`src/rtl/uart_rx_ctrl.sv`:
```
// UART receive controller: start detection, oversampled majority-vote bit recovery,
// LSB-first deserialisation, optional parity check and one/two stop-bit check.
module uart_rx_ctrl #(
    parameter int DATA_WIDTH     = 8,
    parameter int PRESCALE_WIDTH = 6
) (
    input  logic                      CLK,
    input  logic                      RST,
    input  logic                      RX_IN,
    input  logic [PRESCALE_WIDTH-1:0] prescale,
    input  logic                      PAR_EN,
    input  logic                      PAR_TYP,
    input  logic                      STP2,
    output logic [DATA_WIDTH-1:0]     P_DATA,
    output logic                      data_valid,
    output logic                      par_err,
    output logic                      stp_err,
    output logic                      busy
);
    localparam int PW = PRESCALE_WIDTH;
    localparam int BW = 4;

    typedef enum logic [2:0] {
        IDLE   = 3'd0,
        START  = 3'd1,
        DATA   = 3'd2,
        PARITY = 3'd3,
        STOP   = 3'd4,
        OUTPUT = 3'd5
    } state_t;

    function automatic logic majority3(input logic a, input logic b, input logic c);
        return (a & b) | (a & c) | (b & c);
    endfunction

    function automatic logic word_parity(input logic [DATA_WIDTH-1:0] w, input logic odd);
        return (^w) ^ odd;
    endfunction

    state_t                state_r;
    logic [PW-1:0]         edge_cnt_r;
    logic [PW-1:0]         p_r;
    logic [BW-1:0]         bit_cnt_r;
    logic                  par_en_r;
    logic                  par_typ_r;
    logic                  stp2_r;
    logic [DATA_WIDTH-1:0] shift_r;
    logic [2:0]            smp_r;
    logic                  par_bad_r;
    logic                  stp_bad_r;

    logic [PW-1:0]         last_edge_s;
    logic [PW-1:0]         pre_edge_s;
    logic [PW-1:0]         mid_edge_s;
    logic [PW-1:0]         mid_lo_s;
    logic [PW-1:0]         mid_hi_s;
    logic [BW-1:0]         last_bit_s;
    logic                  edge_last_s;
    logic                  edge_pre_s;
    logic                  samp_bit_s;
    logic                  in_frame_s;
    logic                  par_fail_s;
    logic                  stp_fail_s;

    // Bit-timing decode from the configuration latched at the start edge
    always_comb begin
        last_edge_s = p_r - PW'(1);
        pre_edge_s  = p_r - PW'(2);
        mid_edge_s  = {1'b0, p_r[PW-1:1]};
        mid_lo_s    = mid_edge_s - PW'(1);
        mid_hi_s    = mid_edge_s + PW'(1);
        last_bit_s  = BW'(DATA_WIDTH) + {3'b000, par_en_r} + BW'(1) + {3'b000, stp2_r};
        edge_last_s = (edge_cnt_r == last_edge_s);
        edge_pre_s  = (edge_cnt_r == pre_edge_s);
        samp_bit_s  = majority3(smp_r[0], smp_r[1], smp_r[2]);
        in_frame_s  = (state_r == START) || (state_r == DATA) ||
                      (state_r == PARITY) || (state_r == STOP);
        par_fail_s  = par_en_r & par_bad_r;
        stp_fail_s  = stp_bad_r | ~samp_bit_s;
    end

    assign busy = (state_r != IDLE);

    // Capture the three samples around mid-bit for the majority vote
    always_ff @(posedge CLK or negedge RST) begin
        if (!RST) begin
            smp_r <= 3'b000;
        end else if (in_frame_s) begin
            if (edge_cnt_r == mid_lo_s) smp_r[0] <= RX_IN;
            if (edge_cnt_r == mid_edge_s) smp_r[1] <= RX_IN;
            if (edge_cnt_r == mid_hi_s) smp_r[2] <= RX_IN;
        end
    end

    // Frame FSM with edge/bit counters, deserialiser and registered result flags
    always_ff @(posedge CLK or negedge RST) begin
        if (!RST) begin
            state_r    <= IDLE;
            edge_cnt_r <= {PW{1'b0}};
            bit_cnt_r  <= {BW{1'b0}};
            p_r        <= {PW{1'b0}};
            par_en_r   <= 1'b0;
            par_typ_r  <= 1'b0;
            stp2_r     <= 1'b0;
            shift_r    <= {DATA_WIDTH{1'b0}};
            par_bad_r  <= 1'b0;
            stp_bad_r  <= 1'b0;
            P_DATA     <= {DATA_WIDTH{1'b0}};
            data_valid <= 1'b0;
            par_err    <= 1'b0;
            stp_err    <= 1'b0;
        end else begin
            data_valid <= 1'b0;
            par_err    <= 1'b0;
            stp_err    <= 1'b0;
            if (edge_last_s) begin
                edge_cnt_r <= {PW{1'b0}};
                bit_cnt_r  <= bit_cnt_r + BW'(1);
            end else begin
                edge_cnt_r <= edge_cnt_r + PW'(1);
            end
            case (state_r)
                IDLE: begin
                    edge_cnt_r <= {PW{1'b0}};
                    bit_cnt_r  <= {BW{1'b0}};
                    if (!RX_IN) begin
                        // The detection cycle is edge 0 of the start bit
                        state_r    <= START;
                        edge_cnt_r <= PW'(1);
                        p_r        <= prescale;
                        par_en_r   <= PAR_EN;
                        par_typ_r  <= PAR_TYP;
                        stp2_r     <= STP2;
                        par_bad_r  <= 1'b0;
                        stp_bad_r  <= 1'b0;
                    end
                end
                START: begin
                    if (edge_last_s) begin
                        if (samp_bit_s) begin
                            state_r    <= IDLE;
                            edge_cnt_r <= {PW{1'b0}};
                            bit_cnt_r  <= {BW{1'b0}};
                        end else begin
                            state_r <= DATA;
                        end
                    end
                end
                DATA: begin
                    if (edge_last_s) begin
                        shift_r <= {samp_bit_s, shift_r[DATA_WIDTH-1:1]};
                        if (bit_cnt_r == BW'(DATA_WIDTH)) begin
                            state_r <= par_en_r ? PARITY : STOP;
                        end
                    end
                end
                PARITY: begin
                    if (edge_last_s) begin
                        par_bad_r <= samp_bit_s ^ word_parity(shift_r, par_typ_r);
                        state_r   <= STOP;
                    end
                end
                STOP: begin
                    if (bit_cnt_r == last_bit_s) begin
                        // Decide one cycle early so the flags are registered for OUTPUT
                        if (edge_pre_s) begin
                            state_r <= OUTPUT;
                            par_err <= par_fail_s;
                            stp_err <= stp_fail_s;
                            if (!par_fail_s && !stp_fail_s) begin
                                data_valid <= 1'b1;
                                P_DATA     <= shift_r;
                            end
                        end
                    end else if (edge_last_s) begin
                        stp_bad_r <= stp_bad_r | ~samp_bit_s;
                    end
                end
                OUTPUT: begin
                    state_r    <= IDLE;
                    edge_cnt_r <= {PW{1'b0}};
                    bit_cnt_r  <= {BW{1'b0}};
                end
                default: begin
                    state_r    <= IDLE;
                    edge_cnt_r <= {PW{1'b0}};
                    bit_cnt_r  <= {BW{1'b0}};
                end
            endcase
        end
    end
endmodule

```
`config.mk`:
```
export PLATFORM = sky130hd
export DESIGN_NAME = uart_rx_ctrl
export DESIGN_NICKNAME = d
export VERILOG_FILES = /design/src/rtl/uart_rx_ctrl.sv
export SDC_FILE = /design/constraint.sdc
export NUM_CORES = 1
export LEC_CHECK = 0
export CAP_MARGIN = 15
export CORE_MARGIN = 3
export CORE_UTILIZATION = 63
export DETAILED_ROUTE_END_ITERATION = 8
export DONT_BUFFER_PORTS = 1
export GPL_ROUTABILITY_DRIVEN = 1
export PLACE_DENSITY = 0.87
export SLEW_MARGIN = 25
export SYNTH_ARGS = -nofsm -noshare
export SYNTH_HDL_FRONTEND = slang
export SYNTH_SLANG_ARGS = --single-unit
```
`constraint.sdc`:
```
create_clock -name CLK -period 2.65 [get_ports CLK]
set_input_delay 0.53 -clock CLK [delete_from_list [all_inputs] [get_ports CLK]]
set_output_delay 0.53 -clock CLK [all_outputs]
set_load 0.05 [all_outputs]
```
Word-level counts from Yosys, hierarchy flattened
Index checks and enable logic that the tools add are counted.
{ "op_classes": {"muxes": 35, "n_reduce_logical": 21, "n_eq_ne": 20, "add_sub_neg": 9, "bitwise": 11} }
{ "ops": {"columns": ["op", "count"], "rows": [
  ["6-bit equality test", 4],
  ["3-bit 2-to-1 mux", 8],
  ["6-bit 2-to-1 mux", 3],
  ["6-bit one-hot mux with 3 select lines", 1],
  ["1-bit 2-to-1 mux", 15],
  ["3-bit one-hot mux with 5 select lines", 1],
  ["2-bit inequality test (second input constant)", 7],
  ["4-bit 2-to-1 mux", 3],
  ["2-bit AND reduction", 5],
  ["4-bit by 1-bit adder with 4-bit output (second input constant)", 2],
  ["4-bit one-hot mux with 2 select lines", 1],
  ["4-bit AND reduction", 2],
  ["8-bit XOR reduction", 1],
  ["7-bit AND reduction", 1],
  ["5-bit by 1-bit adder with 6-bit output (second input constant)", 1],
  ["6-bit by 1-bit adder with 6-bit output (second input constant)", 1],
  ["3-bit by 2-bit equality test with 1-bit output (second input constant)", 2],
  ["6-bit by 5-bit equality test with 1-bit output", 1],
  ["5-bit by 1-bit subtractor with 6-bit output (second input constant)", 1],
  ["6-bit by 1-bit subtractor with 6-bit output (second input constant)", 1],
  ["6-bit by 2-bit subtractor with 6-bit output (second input constant)", 1],
  ["4-bit by 1-bit adder with 4-bit output", 1],
  ["4-bit by 1-bit adder with 4-bit output (first input constant)", 1],
  ["1-bit bitwise AND", 4],
  ["other kinds (18)", 28]
]} }
{ "word_totals": {"output_inout_bits": 12, "inputBits": 12, "register_bits": 46} }

Depth between registers and ports, before layout
{ "logic_depth": {"depth_word": 11, "mapped_depth": 10} }

Worst setup path after synthesis
Ideal clock, no wire load.
{ "synth_path": {"path_kind": "reg-to-reg", "start": "register p_r[2]", "end": "register P_DATA[0]", "period_less_slack_ns": 2.293, "slack_ns": 0.357, "required_time_ns": 2.525, "arrival_time_ns": 2.168, "n_path_buf": 1, "stages_incl_launch_ff": 9, "cell_sequence": "dfrtp_1 buf_4 inv_1 ha_1 xnor2_1 nor4b_1 nand3_1 nor3_4 mux2_2"} }
{ "synth_between": {"elab_chain_len": 3} }
{ "synth_lines": {"columns": ["item", "line", "rtl"], "rows": [
  ["from (decl)", "42", "logic [PW-1:0] p_r;"],
  ["from (signal assigned)", "101", "p_r <= {PW{1'b0}};"],
  ["from (signal assigned)", "130", "p_r <= prescale;"],
  ["6-bit by 2-bit subtractor with 6-bit output", "68", "pre_edge_s = p_r - PW'(2);"],
  ["6-bit equality test", "74", "edge_pre_s = (edge_cnt_r == pre_edge_s);"],
  ["4-bit AND reduction (no line)", null, null],
  ["to (signal assigned)", "108", "P_DATA <= {DATA_WIDTH{1'b0}};"],
  ["to (signal assigned)", "172", "P_DATA <= shift_r;"],
  ["to (decl)", "14", "output logic [DATA_WIDTH-1:0] P_DATA,"]
]} }
No other way between the ends.
A chain may end at the register's enable or synchronous reset.

Worst setup path in the final report
{ "layout_path": {"start": "register p_r[0]", "end": "register state_r[1]"} }
{ "layout_between": {"elab_chain_len": 4, "word_cells_on_any_way": 9, "classes_between": "add/sub: 2; eq/ne: 6; reduce/logical: 1"} }
{ "layout_lines": {"columns": ["item", "line", "rtl"], "rows": [
  ["6-bit by 2-bit subtractor with 6-bit output / 6-bit by 1-bit subtractor with 6-bit output (equally long branches)", "68, 67", null],
  ["6-bit equality test (on tied branches)", "74, 73", null],
  ["2-bit inequality test (no line)", null, null],
  ["7-bit AND reduction (no line) (*)", null, null],
  ["to (signal assigned)", "153", "state_r <= par_en_r ? PARITY : STOP;"],
  ["to (decl)", "40", "state_t state_r;"]
]} }
Every way passes the cells marked *; elsewhere a longest branch is shown, timed or not.

==> flow_results.org <==
** Floorplan
- For this configuration, the core starts out at a cell density of 0.663.
- Count of boundary I/O pins :: 24
- Row generation in the floorplan step produced 23 rows.
- Height of the die :: 71.3 um
- The floorplan step set the die width to slightly above 70 um.
- Die ar. :: slightly above 0.005 mm2
- Core Region :: 0.00406 mm2

** Worst setup path
- Class of the most critical setup path :: flop to flop
- The worst setup path is launched from a flop.
- Crit path DAT :: ~2.6 ns
- Critical path peak fanout :: 13
- Worst-case register-to-register setup slack :: 0.26 ns
- Endpoint required time on the critical path :: around 2.9 ns
- Counting cells, the worst reg-to-reg path comes to 9.
- Crit end category :: flop

** Synth
- After synthesis, the netlist uses 49 different library cells.
- Net count after synthesis :: between 200 and 300
- Of the synthesized area, sequential elements account for 0.428.
- The average instance in the mapped netlist occupies ~9.8 um2.
- Of all cell types, the one taking the most synthesized area is sky130_fd_sc_hd__dfrtp_1.
- Leading post-synthesis cells by cell area :: sky130_fd_sc_hd__dfrtp_1 43%, sky130_fd_sc_hd__mux2_2 8.4%, sky130_fd_sc_hd__xnor2_1 7.2%
- Among all flip-flop cells after synthesis, the most frequent one is sky130_fd_sc_hd__dfrtp_1.
- During synthesis, Yosys emitted a total of 0 warnings.
- The commonest cells after synthesis are 46 x sky130_fd_sc_hd__dfrtp_1, 36 x sky130_fd_sc_hd__nand2_1, 22 x sky130_fd_sc_hd__xnor2_1.
- Ys async rst share :: 1.00
- Number of register bits inferred by synthesis :: 46
- Most instantiated library cell after synthesis :: sky130_fd_sc_hd__dfrtp_1
- Top cell type's share of synthesized area :: 0.428
- Yosys mapped a number of flops with a built-in enable equal to 0.
- The mapped netlist covers 0.00269 mm2.
- The cell count after synthesis came out at around 280.

** STA
- Max frequency :: approximately 420 MHz
- The routed design could run at a clock period as short as 2.39 ns.
- Dividing the final minimum period by the clock period gives 0.901.
- Setup repair after global routing left no endpoint under its margin.
- The clock arrives with 0.00845 ns of skew.
- Total setup violations reported at the end of the flow :: 0
- Number of hold-slack violations in the final timing report :: 0
- Accumulated negative setup slack :: 0 ns
- Max Transition Viols Final :: 0
- Worst slew margin relative to its limit :: 0.666
- At the pin with the least slew margin, the transition time is between 0.5 and 0.6 ns.

** Clock network
- Buffers from clock root to sink, at most :: 2
- TritonCTS built the clock tree.
- In this run, CTS created clock tree buffers numbering 5.
- Max H-tree Level :: 2
- After clock tree synthesis, the clock-pin slew on the worst setup and hold paths is approximately 0.090 ns.
- Clock sink count :: 46
- Root buffer cell :: sky130_fd_sc_hd__clkbuf_8
- Clock latency reported for the late side of the worst-skew pair :: around 0.31 ns

** Pwr
- For this design the ratio of total power to cell area is 1070 mW/mm2.
- Of the total power, the share spent switching nets is 0.443.
- The analysis attributes to cell leakage a power of 0.00133 uW.
- Worst ir drop on vdd :: 0.000863 V
- Of the total power, registers draw 0.362.
- For this design the total switching power over the nets is 1360 uW.
- Final Total Pwr :: just over 3000 uW
- Fraction of power consumed by the clock network :: 0.139
- Logic gate share of total power :: 0.499
- The internal power of the cells totals 1710 uW.

** Final layout
- The finished layout holds 328 standard cells, fillers aside.
- Compared with the post-synthesis result, the final layout area differs by 6.93%.
- The number of antenna diodes in the final layout is 0.
- Share of final-layout standard cells stronger than drive strength 1 :: 0.155
- For this run, the post-layout net count is approximately 300.

** Global routing
- The number of antenna violations at the first check in global routing came to 0.
- Maximum number of pins on one net before global-route repair :: 47
- The number of global-route vias before repair came to 1891.
- Wire length of the first global-routing pass :: approximately 9000 um
- After global routing the overflow that remains totals 0.
- Global router's overall resource usage :: 0.225

** Flow run
- The tool flagged a number of max-cap violations equal to 0.

** Placement
- GPL Wtd Cong :: about 0.88
- Total half-perimeter wirelength after legalization and detailed placement :: 3740 um
- Placed Cells incl. Taps :: 318
- In this run the tool buffered the top-level ports with 0 buffer cells.

** Drt
- In the routed design, unresolved DRC markers number 0.
- Iteration-0 DRC count of the detailed router :: 154
- The final route contains 1971 vias.
- In the routed layout, each cell is associated on average with a via count of 6.01.
- Post-detailed-routing wire length :: 5390 um
- For this run, the detailed router's first-pass iteration total came to 4.
- Detail-routed net length per standard cell :: 16.4 um
- The count of nets left with antenna violations once routing finished came out at 0.

** Hold path
- Type of the worst min-delay path :: primary input to async pin

** Outcome
- The run finished with clean final reports.
[power groups by stage]
stage | registers (uW) | clock network [uW] | logic [uW]
floorplan | 965 | 0 | 1340
global placement | 1110 | 0 | 1430
detailed placement | 1120 | 0 | 1470
CTS | 1100 | 429 | 1510
global route | 1150 | 458 | 1710
finish | 1110 | 426 | 1530
[flip-flops by register name, summed over array words and instances (netlist names)]
name / count
P_DATA: 8
par_err: 1
stp2_r: 1
bit_cnt_r: 4
p_r: 6
state_r: 3
shift_r: 8
data_valid: 1
par_en_r: 1
stp_bad_r: 1
smp_r: 3
stp_err: 1
edge_cnt_r: 6
par_bad_r: 1
par_typ_r: 1
[path summary, 6_finish.rpt]
path	startpoint	end
setup reg to reg	p_r[0]	state_r[1]
setup / recovery	p_r[0]	state_r[1]
min in group CLK	prescale[3]	p_r[3]
hold / removal	RST	bit_cnt_r[3]
max in group asynchronous	RST	par_typ_r
hold reg to reg	par_typ_r	par_typ_r
[cells by family after synthesis]
kind of cell	Yosys count	share of synthesized area
AOI/OAI and AO/OA	43	0.106
and+or+nand+nor	92	0.173
DFF	46	0.428
muxes	21	0.0875
xor gates and xnor gates	36	0.117
adders and majority gates	9	0.0410
buffers and inverters	28	0.0475
[area by class of cell]
type / count / area, um2
fill: 291 / 1180
inverter: 15 / 56.3
clock buffer: 6 / 72.6
tap: 50 / 62.6
multi-input combinational: 201 / 1430
sequential: 46 / 1150
timing repair buffer: 8 / 92.6
clock inverter: 2 / 13.8
[metal layers]
metal / part of all wire / routed length [um] / vias to the layer above / GRT usage
li1: - / - / 944 / -
met1: 0.43 / 2340 / 948 / 0.312
met2: 0.48 / 2590 / 67 / 0.353
met3: 0.068 / 365 / 12 / 0.0491
met5: 0 / 0 / - / 0
met4: 0.018 / 98 / 0 / 0.0752
[through the flow]
| stage | setup WS [ns] | instance area, um2 | util | hold slack, ns |
|---|---|---|---|---|
| 4_1_cts | 0.169 | 2840 | 0.700 | 0.0668 |
| 2_1_floorplan | 0.357 | 2690 | - | 0.234 |
| 5_1_grt | 0.0730 | 2880 | 0.709 | 0.0594 |
| 6_report | 0.262 | 2880 | 0.709 | 0.0589 |
| 3_5_place_dp | 0.179 | 2730 | 0.672 | 0.236 |
| 3_3_place_gp | 0.264 | 2730 | 0.672 | 0.236 |
[cells in the final DEF (no fill, tap or decap), types with 5 or more instances in the layout]
cell type / netlist / layout
sky130_fd_sc_hd__inv_1: 14 / 14
sky130_fd_sc_hd__mux2_2: 20 / 20
sky130_fd_sc_hd__buf_4: 3 / 6
sky130_fd_sc_hd__a21oi_1: 8 / 8
sky130_fd_sc_hd__dfrtp_1: 46 / 46
sky130_fd_sc_hd__o21ai_0: 12 / 12
sky130_fd_sc_hd__ha_1: 8 / 8
sky130_fd_sc_hd__xnor2_1: 22 / 22
sky130_fd_sc_hd__clkbuf_8: 0 / 5
sky130_fd_sc_hd__nand2_1: 36 / 36
sky130_fd_sc_hd__xor2_1: 14 / 14
sky130_fd_sc_hd__nand3_1: 14 / 14
sky130_fd_sc_hd__nor2_1: 19 / 19
[worst max-delay path: stages, from the launching register on]
cell,delay [ns]
sky130_fd_sc_hd__dfrtp_1,0.42
sky130_fd_sc_hd__inv_1,0.10
sky130_fd_sc_hd__ha_1,0.23
sky130_fd_sc_hd__nand3b_1,0.09
sky130_fd_sc_hd__o211a_1,0.15
sky130_fd_sc_hd__o31a_1,0.27
sky130_fd_sc_hd__nor4_4,0.40
sky130_fd_sc_hd__buf_4,0.26
sky130_fd_sc_hd__a31oi_1,0.10
sky130_fd_sc_hd__a311oi_1,0.27
[what timing repair did]
item | in CTS | in global routing
hold buffers | 1 | 0
buffers inserted | 0 | 1
endpoints found under the setup margin | 0 | 8
gates resized for setup | 0 | 3
hold endpoints to repair | 46 | 0
No activity file was read; power rests on OpenSTA's default activity.
